### src/rtl/freq_divbyfrac_param.sv
// Fractional clock divider: output period averages N + M/D input cycles, outputs registered.
// Define FDIV_FRAC_EN to build the fractional accumulator; without it the divider is integer-only.
module freq_divbyfrac_param #(
    parameter int CW = 8,
    parameter int FW = 8
) (
    input  logic          clk,
    input  logic          rst,
    input  logic          en,
    input  logic          cfg_valid,
    output logic          cfg_ready,
    input  logic [CW-1:0] cfg_int,
    input  logic [FW-1:0] cfg_num,
    input  logic [FW-1:0] cfg_den,
    output logic          cfg_err,
    output logic          clk_div,
    output logic          period_start
);
    localparam logic [CW:0]   LEN_ONE = (CW+1)'(1);
    localparam logic [CW:0]   LEN_DEF = (CW+1)'(2);
    localparam logic [CW-1:0] INT_MIN = CW'(2);
    localparam logic [CW-1:0] CNT_ONE = CW'(1);

    logic [CW-1:0] int_reg, int_next;
    logic [CW-1:0] pend_int_reg, pend_int_next;
    logic [CW-1:0] cnt_reg, cnt_next;
    logic [CW:0]   len_reg, len_next;
    logic [CW:0]   len_cur;
    logic          clk_div_reg, clk_div_next;
    logic          period_start_reg, period_start_next;
    logic          cfg_err_reg, cfg_err_next;
    logic          cfg_ready_reg, cfg_ready_next;

    logic start;
    logic wrap;
    logic offer;
    logic accept;
    logic apply;
    logic cfg_legal;
    logic carry;

    // A period starts on any enabled cycle with the counter at zero; its
    // length is latched there so later cycles of the period need no carry.
    assign start   = en && (cnt_reg == '0);
    assign len_cur = start ? ({1'b0, int_reg} + {{CW{1'b0}}, carry}) : len_reg;
    assign wrap    = en && ({1'b0, cnt_reg} == (len_cur - LEN_ONE));
    assign offer   = cfg_valid && cfg_ready_reg;
    assign accept  = offer && cfg_legal;
    // Pending config exists exactly while cfg_ready is low.
    assign apply   = !cfg_ready_reg && (wrap || !en);

`ifdef FDIV_FRAC_EN
    logic [FW-1:0] num_reg, num_next;
    logic [FW-1:0] den_reg, den_next;
    logic [FW-1:0] pend_num_reg, pend_num_next;
    logic [FW-1:0] pend_den_reg, pend_den_next;
    logic [FW:0]   acc_reg, acc_next;
    logic [FW:0]   acc_sum;

    // acc < den and num < den, so the sum always fits in FW+1 bits.
    assign acc_sum   = acc_reg + {1'b0, num_reg};
    assign carry     = (acc_sum >= {1'b0, den_reg});
    assign cfg_legal = (cfg_int >= INT_MIN) && (cfg_den != '0) && (cfg_num < cfg_den);

    always_comb begin
        num_next      = num_reg;
        den_next      = den_reg;
        pend_num_next = pend_num_reg;
        pend_den_next = pend_den_reg;
        acc_next      = acc_reg;
        if (apply) begin
            num_next = pend_num_reg;
            den_next = pend_den_reg;
            acc_next = '0;
        end else if (start) begin
            acc_next = carry ? (acc_sum - {1'b0, den_reg}) : acc_sum;
        end
        if (accept) begin
            pend_num_next = cfg_num;
            pend_den_next = cfg_den;
        end
    end

    always_ff @(posedge clk) begin
        if (rst) begin
            num_reg      <= '0;
            den_reg      <= FW'(1);
            pend_num_reg <= '0;
            pend_den_reg <= FW'(1);
            acc_reg      <= '0;
        end else begin
            num_reg      <= num_next;
            den_reg      <= den_next;
            pend_num_reg <= pend_num_next;
            pend_den_reg <= pend_den_next;
            acc_reg      <= acc_next;
        end
    end
`else
    logic cfg_frac_unused;

    assign cfg_frac_unused = ^{cfg_num, cfg_den};
    assign carry           = 1'b0;
    assign cfg_legal       = (cfg_int >= INT_MIN);
`endif

    always_comb begin
        cnt_next          = (!en || wrap) ? '0 : (cnt_reg + CNT_ONE);
        len_next          = start ? len_cur : len_reg;
        // High for the first floor(L/2) cycles, low for the rest.
        clk_div_next      = en && ({1'b0, cnt_reg} < (len_cur >> 1));
        period_start_next = start;
        cfg_err_next      = offer && !cfg_legal;
        cfg_ready_next    = cfg_ready_reg;
        int_next          = int_reg;
        pend_int_next     = pend_int_reg;
        if (accept) begin
            pend_int_next  = cfg_int;
            cfg_ready_next = 1'b0;
        end
        if (apply) begin
            int_next       = pend_int_reg;
            cfg_ready_next = 1'b1;
        end
    end

    always_ff @(posedge clk) begin
        if (rst) begin
            int_reg          <= INT_MIN;
            pend_int_reg     <= INT_MIN;
            cnt_reg          <= '0;
            len_reg          <= LEN_DEF;
            clk_div_reg      <= 1'b0;
            period_start_reg <= 1'b0;
            cfg_err_reg      <= 1'b0;
            cfg_ready_reg    <= 1'b1;
        end else begin
            int_reg          <= int_next;
            pend_int_reg     <= pend_int_next;
            cnt_reg          <= cnt_next;
            len_reg          <= len_next;
            clk_div_reg      <= clk_div_next;
            period_start_reg <= period_start_next;
            cfg_err_reg      <= cfg_err_next;
            cfg_ready_reg    <= cfg_ready_next;
        end
    end

    assign clk_div      = clk_div_reg;
    assign period_start = period_start_reg;
    assign cfg_err      = cfg_err_reg;
    assign cfg_ready    = cfg_ready_reg;

endmodule

### config.mk
export PLATFORM = sky130hd
export DESIGN_NAME = freq_divbyfrac_param
export DESIGN_NICKNAME = d
export VERILOG_FILES = /design/src/rtl/freq_divbyfrac_param.sv
export SDC_FILE = /design/constraint.sdc
export NUM_CORES = 1
export LEC_CHECK = 0
export ABC_AREA = 1
export CORE_MARGIN = 2
export CORE_UTILIZATION = 54
export CTS_BUF_LIST = sky130_fd_sc_hd__clkbuf_16
export DETAILED_ROUTE_END_ITERATION = 8
export PLACE_DENSITY = 0.79
export SLEW_MARGIN = 20
export SYNTH_ARGS = -nofsm -noshare
export SYNTH_HDL_FRONTEND = slang
export SYNTH_SLANG_ARGS = --single-unit
### constraint.sdc
create_clock -name clk -period 3.2 [get_ports clk]
set_input_delay 0.64 -clock clk [delete_from_list [all_inputs] [get_ports clk]]
set_output_delay 0.64 -clock clk [all_outputs]
set_load 0.02 [all_outputs]
==> results.yml <==
critical_path:
  cp-end-kind: "flop"
  path_max_fanout: 15
  cpPeakStageDelay_ps: 510
  reg2reg_slack_ps: 420
  path_buf_inv: 2
  critical_path_class: "in -> reg"
  crit_arrival_ps: 3110
  r2r-start: "cnt_reg[0]"
  ff2ff_path_depth: 20
  required_ps: 3420
  cp_common_cell: "nand2_1"
  worst_path_max_delay_cell: "clkdlybuf4s50_1"
  crit_chain: "clkdlybuf4s50_1 > nand2_2 > nor2_8 > nand3b_1 > nand2_4 > ha_1 > nand2_2 > nor2_4 > nand2_1 > nand2_1 > nand2_1 > nor2_2 > nand2_1 > nor2_1 > nand2_1 > nand2_4 > buf_4 > a21oi_2 > nor2_1"
  r2r_end: "int_reg[3]"
  critical-path-top-delay-family: "simple AND/OR/NAND/NOR gates"
  cp-start-kind: "input port"
finish:
  ff_latch_area_um2: 741
  multi_input_area_mm2: 0.00119
  postLayoutCellArea_mm2: 0.00254
  nFillCells: 322
  nNetsFinal: 359
  n_antenna_cell: 0
  largest_reg_flops: 9
  syn2layout_area_growth_pct: 18.9
  drive_above_1_share: 0.189
  final_core_util: 0.679
hold_path:
  worstHoldStart: "pend_int_reg[3]"
  min_to: "pend_int_reg[3]"
  hold_path.class: "reg -> reg"
  holdPathStages: 2
yosys:
  syn_avg_cell_area_um2: 7.34
  postSynthCellCount: 291
  synth.distinct_cells: 33
  syn_area_mm2: 0.00214
  syn_nets: 329
  seq_area_frac_synth: 0.347
  synth_edf_count: 0
  postSynthRegisterBits: 37
  synthFlopType: "dfxtp_1"
  yosysTopAreaCell: "dfxtp_1"
  netlist.area_leader.share: 0.347
  ys_warn_count: 0
  synthTopCellsByArea: "dfxtp_1 35%, nand2_1 9.8%, nand3_1 6.8%, ha_1 5.9%, inv_1 5.6%"
  async_flop_share: 0
floorplan:
  coreArea_mm2: 0.00374
  rows: 22
  design.die.area_mm2: 0.00448
  die_h_um: 66.9
  initial_core_util: 0.571
  chipWidth_um: 66.9
  ios: 32
drt:
  drt_iter0_drc: 111
  ant_nets: 0
  vias: 1877
  viasPerCell: 5.07
  first_pass_iters: 4
  wl_per_cell_um: 11.9
  routed_wl_mm: 4.42
  route.detailed.drc: 0
clock_network:
  cts_hold_buf: 0
  htreeDepth: 2
  cts_buffers: 5
  clockRootBuffer: "clkbuf_16"
  clkSinkCount: 37
  cts.clk_slew.worst_paths_ps: 50
  clock_latency_ps: 280
  cts_tree: "yes"
  cts_buffer_depth: 2
sta:
  setup_viol: 0
  slew_viol_final: 0
  hold_violations: 0
  worst_slew_pin_slew_ps: 541
  rsz0062_at_grt: "no"
  fin_skew_ps: 2.32
  holdWs_ps: 449
  relSlewSlack: 0.637
  max_freq_mhz: 345
  fin_crit_sh: 0.905
  period_minus_slack_ps: 2900
  tns_ps: 0
pwr:
  power_density_mw_per_mm2: 494
  vdd_drop_max_mv: 0.443
  p_leak_nw: 1.15
  fin_total_pwr_mw: 1.26
grt:
  grt_pass1_wl_mm: 7.60
  gr-usage-all-layers: 0.226
  grt_overflow_total: 0
  antenna_found_initial: 0
  grt_max_degree: 20
  grt_pass1_vias: 1762
status:
  status: "finished, final reports clean"
placement:
  gp_congestion: 0.872
  dpl-instance-area_mm2: 0.00239
  dp_hpwl_mm: 3.28
  io_buffers: 15
flow_run:
  drv_cap: 0
cells in the mapped netlist (2+ instances only):
master,instances
inv_2,5
nand3b_1,6
nand2_2,15
inv_1,32
o21ai_0,9
nand3_1,29
nor2_1,31
dfxtp_1,37
clkbuf_1,2
nand2_4,7
ha_1,10
a21oi_2,5
nor2_4,3
nand2_1,56
a21oi_1,15
nor3_1,3
xor2_1,5
nand4_1,2
clkinv_1,3
o211ai_1,2
nor2_2,2
metrics by stage:
step           setup WS (ps)  std cells
6_report                 305        370
5_1_grt                 53.3        370
4_1_cts                  232        370
3_5_place_dp           -45.9        362
3_3_place_gp           -2.83        362
2_1_floorplan            622        291
how the worst max path moves through the flow:
stage,from,to,cells after the start
CTS,en,int_reg[3],19
global placement,en,int_reg[3],19
floorplan,en,int_reg[5],18
detailed placement,en,int_reg[3],19
global route,en,int_reg[6],19
finish,en,int_reg[3],19
what timing repair did:
action,4_1_cts,5_1_grt
gates resized for setup,0,1
buffers inserted,0,0
endpoints found under the setup margin,0,6
final cells by class:
cell class	count	area share
clock buffer	5	0.0492
clock inverter	3	0.00689
inverter	40	0.0591
multi-input combinational	208	0.469
sequential	37	0.291
tap	48	0.0236
timing repair buffer	29	0.100
layout by cell type (no fill, tap or decap), types with 2 or more instances in the layout:
| cell | instances |
|---|---|
| nand2_4 | 8 |
| nand4_1 | 2 |
| nand2_2 | 14 |
| clkdlybuf4s50_1 | 15 |
| inv_1 | 32 |
| clkinv_1 | 3 |
| o21ai_0 | 9 |
| nand3_1 | 29 |
| inv_2 | 5 |
| o211ai_1 | 2 |
| nor2_4 | 3 |
| clkinv_2 | 2 |
| nand2_1 | 56 |
| nor3_1 | 3 |
| clkbuf_16 | 5 |
| ha_1 | 10 |
| nor2_1 | 31 |
| a21oi_1 | 15 |
| nand3b_1 | 6 |
| buf_4 | 14 |
| xor2_1 | 5 |
| nor2_2 | 2 |
| a21oi_2 | 5 |
| dfxtp_1 | 37 |
cells by family after synthesis:
| kind of cell | Yosys count | share of synthesized area |
|---|---|---|
| and+or+nand+nor | 160 | 0.385 |
| buffers and inverters | 46 | 0.0978 |
| AOI/OAI and AO/OA | 32 | 0.0872 |
| xor gates and xnor gates | 6 | 0.0246 |
| adders and majority gates | 10 | 0.0585 |
| DFF | 37 | 0.347 |
layer usage:
metal  global-route usage  vias up  share of wire
met4               0.0612        0          0.011
met3               0.0456        5          0.045
met1                0.283      840           0.47
met5                    0        -              0
met2                0.393       42           0.48
li1                     -      990              -
where the power goes:
group / internal [mW] / total (mW) / switching [mW]
Sequential: 0.491 / 0.504 / 0.0127
Clock: 0.285 / 0.469 / 0.184
Combinational: 0.113 / 0.283 / 0.170
worst reg2reg max path, cell delays in order, from the launching register on:
cell and delay [ps]:
dfxtp_1 340, inv_1 100, ha_1 200, nand2_2 80, nor2_4 270, nand3b_1 180
nand2_4 100, ha_1 230, nand2_2 110, nor2_4 130, nand2_1 70, nand2_1 60
nand2_1 60, nor2_2 70, nand2_1 50, nor2_1 80, nand2_1 110, nand2_4 170
buf_4 150, a21oi_2 40, nor2_1 100
Power figures use the tool's default switching activity.
